==> src/rtl/booth_mul_seq.sv <==
// rtl/booth_mul_seq.sv - signed 32x32 radix-2 Booth multiplier sequencer with its add_32 adder
// One add/sub per cycle for 32 cycles; result published on hi/lo with a one-cycle done pulse.

module add_32 (
    input  logic [31:0] a,
    input  logic [31:0] b,
    input  logic        cin,
    output logic [31:0] s
);
    logic [31:0] w_g;
    logic [31:0] w_p;
    logic [31:0] w_c;
    logic [6:0]  w_gg;
    logic [6:0]  w_gp;
    logic [7:0]  w_gc;

    // 4-bit lookahead groups chained by group generate/propagate
    always_comb begin
        w_g  = a & b;
        w_p  = a ^ b;
        w_gg = '0;
        w_gp = '0;
        w_gc = '0;
        w_c  = '0;
        w_gc[0] = cin;
        for (int grp = 0; grp < 7; grp++) begin
            w_gg[grp] = w_g[4*grp+3]
                      | (w_p[4*grp+3] & w_g[4*grp+2])
                      | (w_p[4*grp+3] & w_p[4*grp+2] & w_g[4*grp+1])
                      | (w_p[4*grp+3] & w_p[4*grp+2] & w_p[4*grp+1] & w_g[4*grp]);
            w_gp[grp] = &w_p[4*grp +: 4];
            w_gc[grp+1] = w_gg[grp] | (w_gp[grp] & w_gc[grp]);
        end
        for (int grp = 0; grp < 8; grp++) begin
            w_c[4*grp]   = w_gc[grp];
            w_c[4*grp+1] = w_g[4*grp] | (w_p[4*grp] & w_gc[grp]);
            w_c[4*grp+2] = w_g[4*grp+1]
                         | (w_p[4*grp+1] & w_g[4*grp])
                         | (w_p[4*grp+1] & w_p[4*grp] & w_gc[grp]);
            w_c[4*grp+3] = w_g[4*grp+2]
                         | (w_p[4*grp+2] & w_g[4*grp+1])
                         | (w_p[4*grp+2] & w_p[4*grp+1] & w_g[4*grp])
                         | (w_p[4*grp+2] & w_p[4*grp+1] & w_p[4*grp] & w_gc[grp]);
        end
        s = w_p ^ w_c;
    end
endmodule

module booth_mul_seq #(
    parameter int WIDTH = 32
) (
    input  logic             clk,
    input  logic             clr_n,
    input  logic             start,
    input  logic [WIDTH-1:0] a,
    input  logic [WIDTH-1:0] b,
    output logic             busy,
    output logic             done,
    output logic [WIDTH-1:0] hi,
    output logic [WIDTH-1:0] lo
);
    typedef enum logic [1:0] {
        S_IDLE,
        S_RUN,
        S_DONE
    } state_t;

    state_t      r_state;
    logic [31:0] r_m;
    logic [31:0] r_a;
    logic [31:0] r_q;
    logic        r_q1;
    logic [4:0]  r_cnt;

    logic        w_op_add;
    logic        w_op_sub;
    logic        w_use_sum;
    logic [31:0] w_rb;
    logic [31:0] w_sum;
    logic [31:0] w_s;
    logic        w_ovf;
    logic        w_sgn;
    logic [31:0] w_a_nx;
    logic [31:0] w_q_nx;

    assign w_op_add  = ~r_q[0] &  r_q1;
    assign w_op_sub  =  r_q[0] & ~r_q1;
    assign w_use_sum = w_op_add | w_op_sub;
    assign w_rb      = w_op_sub ? ~r_m : r_m;

    add_32 u_add (
        .a   (r_a),
        .b   (w_rb),
        .cin (w_op_sub),
        .s   (w_sum)
    );

    // The 33rd bit is recovered from overflow so M = -2^31 still shifts in the right sign
    assign w_s    = w_use_sum ? w_sum : r_a;
    assign w_ovf  = w_use_sum && (r_a[31] == w_rb[31]) && (w_sum[31] != r_a[31]);
    assign w_sgn  = w_s[31] ^ w_ovf;
    assign w_a_nx = {w_sgn, w_s[31:1]};
    assign w_q_nx = {w_s[0], r_q[31:1]};

    always_ff @(posedge clk or negedge clr_n) begin
        if (!clr_n) begin
            r_state <= S_IDLE;
            r_m     <= '0;
            r_a     <= '0;
            r_q     <= '0;
            r_q1    <= 1'b0;
            r_cnt   <= '0;
            busy    <= 1'b0;
            done    <= 1'b0;
            hi      <= '0;
            lo      <= '0;
        end else begin
            done <= 1'b0;
            if (r_state == S_RUN) begin
                r_a   <= w_a_nx;
                r_q   <= w_q_nx;
                r_q1  <= r_q[0];
                r_cnt <= r_cnt + 5'd1;
                if (r_cnt == 5'd31) begin
                    r_state <= S_DONE;
                    busy    <= 1'b0;
                    done    <= 1'b1;
                    hi      <= w_a_nx;
                    lo      <= w_q_nx;
                end
            end else if (start) begin
                r_state <= S_RUN;
                r_m     <= a;
                r_q     <= b;
                r_a     <= '0;
                r_q1    <= 1'b0;
                r_cnt   <= '0;
                busy    <= 1'b1;
            end else begin
                r_state <= S_IDLE;
            end
        end
    end
endmodule

==> config.mk <==
export PLATFORM = sky130hd
export DESIGN_NAME = booth_mul_seq
export DESIGN_NICKNAME = d
export VERILOG_FILES = /design/src/rtl/booth_mul_seq.sv
export SDC_FILE = /design/constraint.sdc
export NUM_CORES = 1
export LEC_CHECK = 0
export ABC_AREA = 1
export ABC_CLOCK_PERIOD_IN_PS = 4300
export CAP_MARGIN = 20
export CORE_AREA = 2 2 148 150
export CTS_BUF_LIST = sky130_fd_sc_hd__clkbuf_8
export DETAILED_ROUTE_END_ITERATION = 8
export DIE_AREA = 0 0 150 152
export SLEW_MARGIN = 15
export SYNTH_ARGS = -nofsm -noshare
export SYNTH_HDL_FRONTEND = slang
export SYNTH_SLANG_ARGS = --single-unit
==> constraint.sdc <==
create_clock -name clk -period 4.3 [get_ports clk]
set_input_delay 0.43 -clock clk [delete_from_list [all_inputs] [get_ports clk]]
set_output_delay 0.43 -clock clk [all_outputs]
set_load 0.05 [all_outputs]
==> results of run 1 <==
[worst reg2reg max path: stages (launching register included)]
cell and delay (ns):
dfrtp_1 0.37, inv_1 0.07, ha_2 0.53, xor2_1 0.21, ha_1 0.29, a21oi_1 0.16
nand2_1 0.06, a21oi_1 0.21, nand2_4 0.09, nand2_2 0.06, nand2_2 0.07, nand2_2 0.08
nand2_4 0.06, nand2_2 0.06, nand2_2 0.07, nand2_2 0.08, nand2_4 0.06, nand2_2 0.08
nand2_4 0.06, fa_1 0.40, xnor2_1 0.14, nand2_1 0.05, o21ai_0 0.13, o21ai_0 0.19
[metrics by stage]
stage / worst slack (ns) / instance area [um^2] / std cells
CTS: 0.541 / 10500 / 1357
finish: 0.626 / 10500 / 1358
detailed placement: 0.580 / 10000 / 1325
global route: 0.253 / 10500 / 1358
global placement: 0.666 / 9930 / 1322
floorplan: 0.736 / 8350 / 949
[synthesized netlist by cell type, drive strengths merged (7+ instances only)]
library cell,n,area share [%]
a22oi,21,1.9
nand3,33,2.4
o221ai,10,1.0
ha,34,5.1
xor2,38,4.0
nor2,28,1.3
a22o,10,1.0
clkbuf,41,1.8
fa,7,1.7
xnor2,7,0.73
dfrtp,170,51
nand2,333,16
inv,65,2.9
o21ai,109,6.5
a21oi,16,0.96
[path summary, 6_finish.rpt]
path                       slack (ns)  start       to  cells after the start
min in group clk                 0.48  a[30]  r_m[30]                      3
min                              0.05  clr_n    lo[6]                      1
max                              0.63   r_q1   hi[28]                     23
max in group asynchronous        3.33  clr_n   r_a[9]                      2
min reg2reg                      0.48  hi[9]    hi[9]                      2
max reg2reg                      0.63   r_q1   hi[28]                     23
[cells by family (layout without fill, tap and decap cells)]
kind of cell | after synthesis | after routing | share of synthesized area [%]
xor gates and xnor gates | 45 | 45 | 4.72
and+or+nand+nor | 401 | 401 | 19.9
AOI/OAI and AO/OA | 177 | 177 | 12.4
adders and majority gates | 41 | 41 | 6.77
DFF | 170 | 170 | 51.0
buffers and inverters | 115 | 244 | 5.32
[layer usage]
layer	vias to the layer above	track usage, %	wire length [um]
met2	116	29.7	9670
li1	3321	-	-
met1	3155	25.9	9630
met4	0	6.60	443
met3	25	2.91	647
met5	-	0	0
[area by class of cell]
type                    instances  area, um^2  share of cell area (%)
flip-flops and latches        170        4250                    40.5
multi-input cells             664        3680                    35.0
repair buffers                144        1510                    14.3
well taps                     280         350                    3.34
clock buffers                  19         262                    2.49
inverters                      68         255                    2.43
clock inverters                13         191                    1.82
[layout by cell type, fill, tap and decap left out, types with 10 or more instances in the layout]
cell,synthesis,final
xor2_1,38,38
a21oi_1,16,16
nand2_2,11,11
clkbuf_8,0,19
nand2_1,317,316
o221ai_1,10,10
dfrtp_1,170,170
nor2_1,28,25
a22oi_1,21,21
inv_1,64,64
a22o_1,10,10
o21ai_1,14,14
ha_1,34,33
clkdlybuf4s50_1,0,131
nand3_1,28,28
o21ai_0,95,95
[flip-flops by register name, summed over array words and instances, names as in the netlist]
name	count
r_state	2
r_q	32
r_m	32
r_cnt	5
lo	32
r_a	32
done	1
busy	1
hi	32
r_q1	1
==> out/results.txt, run 1 <==
Die area: 22800 um^2
All-layer global routing usage: 18.7%
Number of hold buffers added after cts: 0
Final nets: 1173
I/O pin count: 133
Number of vias per cell: 4.87
DRC: 0
Worst Max-Slew Pin Slew: 0.961 ns
RD Place Congestion: 0.793
Inserted Clock Buffers: 17
Crit path required time: 4.70 ns
Max Clk Rate: 0.272 GHz
Number of synthesized flops with an enable pin: 0
CP startpoint kind: flip-flop
Pre-Repair DR Iteration Count: 5
Hold Crit Class: in -> async
Util after Layout: 49.2%
Max Slew Vio Count: 0
Final Critical Period: 3.67 ns
Critical path cell sequence: inv_1 > ha_2 > xor2_1 > ha_1 > a21oi_1 > nand2_1 > a21oi_1 > nand2_4 > nand2_2 > nand2_2 > nand2_2 > nand2_4 > nand2_2 > nand2_2 > nand2_2 > nand2_4 > nand2_2 > nand2_4 > fa_1 > xnor2_1 > nand2_1 > o21ai_0 > o21ai_0
Post-CTS sizing: 0
Largest stage delay on the critical path: 0.53 ns
Netlist area before placement: 8350 um^2
Avg WL per Cell: 15.0 um
Final setup vio count: 0
Grt total ovfl: 0
Wirelength, routed: 20400 um
Setup_tns: 0 ns
Layout cell share with drive strength beyond 1: 6.77%
Critical path data arrival time: 4.07 ns
Post-CTS setup repair buffer count: 0
Synth async-reset ratio: 100%
ANT cells: 0
CTS Buffer Depth: 2
Max H-tree Level: 4
First-pass GRT wire length: 33900 um
Detailed Route Iter0 Violations: 365
Initial Utilization: 39.1%
#FFs+latches synth: 170
Top cell by count, worst path: nand2_2
Initial antenna violation count: 0
Number of max-cap violations: 0
Final cycle utilization of the critical path: 85.4%
Syn. warnings: 0
CP top delay family: adder cells
Post-Syn Nets: 1057
CP Capture Type: flip-flop
Worst-path clk slew: 0.10 ns
TritonCTS clock tree: yes
Core Box Area: 21400 um^2
Row cnt: 54
Cells after synthesis: 949
Slew headroom: 35.9%
Status: finished clean
Sequential area share after synthesis: 51.0%
Clk_lat worst skew: 0.47 ns
Number of clock sinks: 170
Die width: 150 um
CP max FO: 18
Final hold slack: 0.0476 ns
Dpl hpwl: 13400 um
Clock skew: 0.0155 ns
Via Count: 6617
Largest net degree at the start of global routing: 113
Root buf cell: clkbuf_8
Vias in the first global route: 6519
Die height: 152 um
Synthesized area per cell: 8.80 um^2
Synth-to-layout area growth: 25.7%
CP Class: reg -> reg
Critical Path Slowest Stage Cell: ha_2
Buffers added on ports: 132
RSZ-0062 raised after global routing: false
Worst Path Buf+Inv: 1
Main synth FF type: dfrtp_1
Final Hold Viols: 0
Post-route ant nets: 0
FILL cells: 2104
Synth cell types: 35
Power of run 1 is not shown: default switching activity piles up to over one toggle a cycle in this logic, so the estimate is an artifact.
==> inputs of run 2 (changes only) <==
Settings changed: ABC_CLOCK_PERIOD_IN_PS 4300 to 4150.
Clock period 4.3 ns to 4.15 ns, I/O delays scaled along.
==> run 2 against run 1 <==
Highest routed layer unchanged; largest cell class unchanged; final area decreased by 0.76%; maximum frequency down 0.44%; sequential share of layout area increased by 0.31 points; critical path depth is 3 lower; worst hold slack worse by 0.020 ns; die area unchanged; register-to-register slack worse by 0.17 ns.
==> out/results.txt, run 2 (same netlist as run 1, synthesis figures left out) <==
Row cnt: 54 (unchanged)
Core Box Area: 21400 um^2 (unchanged)
Footprint of the multi-input gates: 3680 um^2 (unchanged)
Final Critical Period: 3.69 ns (+0.0161 ns)
Max Clk Rate: 0.271 GHz (-0.44%)
Avg WL per Cell: 15.1 um (+0.43%)
Post-route ant nets: 0 (unchanged)
Worst-path clk slew: 0.10 ns (about the same)
Final nets: 1174 (+0.085%)
Most common cell after layout, fill and taps aside: nand2_1
Final Hold Viols: 0 (unchanged)
CP Class: reg -> reg
Layout cell share with drive strength beyond 1: 6.77% (about the same)
TritonCTS clock tree: yes
Number of hold buffers added after cts: 0 (unchanged)
Hold Crit Class: in -> async
Buffers added on ports: 132 (unchanged)
CP Capture Type: flip-flop
RSZ-0062 raised after global routing: false
Post-CTS setup repair buffer count: 0 (unchanged)
Critical path data arrival time: 4.00 ns (-0.07 ns)
Clk_lat worst skew: 0.46 ns (about the same)
First-pass GRT wire length: 34500 um (+1.8%)
Clock skew: 0.0117 ns (-0.00379 ns)
Synth-to-layout area growth: 24.8%
Wirelength, routed: 20500 um (+0.50%)
Via Count: 6592 (-0.38%)
Die height: 152 um (unchanged)
Worst Max-Slew Pin Slew: 1.04 ns (+0.0832 ns)
RD Place Congestion: 0.805 (+1.5%)
Critical Path Slowest Stage Cell: ha_2
Final hold slack: 0.0281 ns (-0.0196 ns)
Max H-tree Level: 4 (unchanged)
Final setup vio count: 0 (unchanged)
Largest net degree at the start of global routing: 113 (unchanged)
Vias in the first global route: 6641 (+1.9%)
CP startpoint kind: flip-flop
M2 GR Usage: 30.5% (+0.80 points)
Inserted Clock Buffers: 17 (unchanged)
Final cycle utilization of the critical path: 88.9% (+3.5 points)
Initial Utilization: 39.1% (unchanged)
Detailed Route Iter0 Violations: 344 (-5.8%)
Crit path required time: 4.46 ns (-0.24 ns)
Number of vias per cell: 4.85 (-0.45%)
Number of clock sinks: 170 (unchanged)
Register Area: 4250 um^2 (unchanged)
Dpl hpwl: 13700 um (+2.1%)
Initial antenna violation count: 0 (unchanged)
Die area: 22800 um^2 (unchanged)
All-layer global routing usage: 19.0% (+0.34 points)
Final Non-Filler Cells: 1359 (+0.074%)
Top cell by count, worst path: nand2_2
Pre-Repair DR Iteration Count: 4 (-1)
Post-CTS sizing: 0 (unchanged)
DRC: 0 (unchanged)
Slew headroom: 30.4% (-5.5 points)
Largest stage delay on the critical path: 0.41 ns (-0.12 ns)
CP max FO: 14 (-4)
Post-Place Cells: 1326 (+0.075%)
Status: finished clean
Root buf cell: clkbuf_8
CTS Buffer Depth: 2 (unchanged)
GR Layer Usage met3: 2.97% (+0.060 points)
FILL cells: 2086 (-0.86%)
Most frequent cells in the layout: nand2_1, dfrtp_1, clkdlybuf4s50_1
Max Slew Vio Count: 0 (unchanged)
I/O pin count: 133 (unchanged)
M1 GR Usage: 26.9% (+0.99 points)
Setup_tns: 0 ns (unchanged)
Number of max-cap violations: 0 (unchanged)
Grt total ovfl: 0 (unchanged)
Most crowded layer after global routing: met2
Critical path cell sequence: inv_1 > ha_2 > buf_4 > xor2_1 > ha_1 > a21oi_1 > o21ai_0 > a21oi_1 > nand2_4 > nand2_2 > nand2_2 > nand2_2 > nand2_4 > nand2_2 > nand2_4 > fa_1 > xnor2_1 > nand2_1 > o21ai_0 > o21ai_0
ANT cells: 0 (unchanged)
Die width: 150 um (unchanged)
==> run 2: cell count changes in the layout (fill, tap and decap cells not counted) <==
cell        change
buf_12          -1
buf_16          -3
buf_4           +5
bufinv_16       -1
clkbuf_8        +1
clkinv_2        -2
clkinv_4        +2
clkinvlp_4      -1
inv_1           +1
inv_6           +1
inv_8           -1
==> run 2: through the flow <==
| step | worst slack (ns) | util, % | area (um^2) |
|---|---|---|---|
| after CTS | 0.407 | 48.7 | 10400 |
| after global placement | 0.536 | 46.6 | 9950 |
| after detailed placement | 0.416 | 46.6 | 9950 |
| after floorplan | 0.586 | - | 8350 |
| final | 0.460 | 48.8 | 10400 |
| after global routing | 0.0397 | 48.8 | 10400 |
==> run 2: final cells by class <==
cell class	count	area share [%]
Clock inverter	12	1.56
Timing Repair Buffer	145	13.8
Sequential cell	170	40.8
Inverter	68	2.45
Tap cell	280	3.36
Clock buffer	20	2.64
Multi-Input combinational cell	664	35.3
==> run 2: worst paths after layout <==
check	startpoint	to	slack (ns)	depth (start not counted)
min in group clk	a[13]	r_m[13]	0.48	3
setup / recovery	r_q1	hi[28]	0.46	20
max in group asynchronous	clr_n	r_m[14]	3.21	2
hold / removal	clr_n	lo[11]	0.03	1
hold reg to reg	lo[29]	lo[29]	0.49	2
setup reg to reg	r_q1	hi[28]	0.46	20
==> run 2: critical path: cells and delay by family, from the launching register on <==
family                     cells  cell delay (ns)
xor gates and xnor gates       2             0.32
AOI/OAI and AO/OA              5             0.76
DFF                            1             0.37
adders and majority gates      3             1.10
and+or+nand+nor                8             0.57
buffers and inverters          2             0.41
==> run 2: per-layer routing <==
metal / vias up / wire [um]
met3: 17 / 653
li1: 3322 / -
met2: 106 / 9810
met5: - / 0
met4: 0 / 272
met1: 3147 / 9750
Power of run 2 is left out for the same reason.
==> inputs of run 3 (changes only) <==
Settings changed: SLEW_MARGIN 15 to 0.
==> results of run 3 <==
Final layout, timing and power as in run 2 (identical DEF).
Power of run 3 is left out for the same reason.
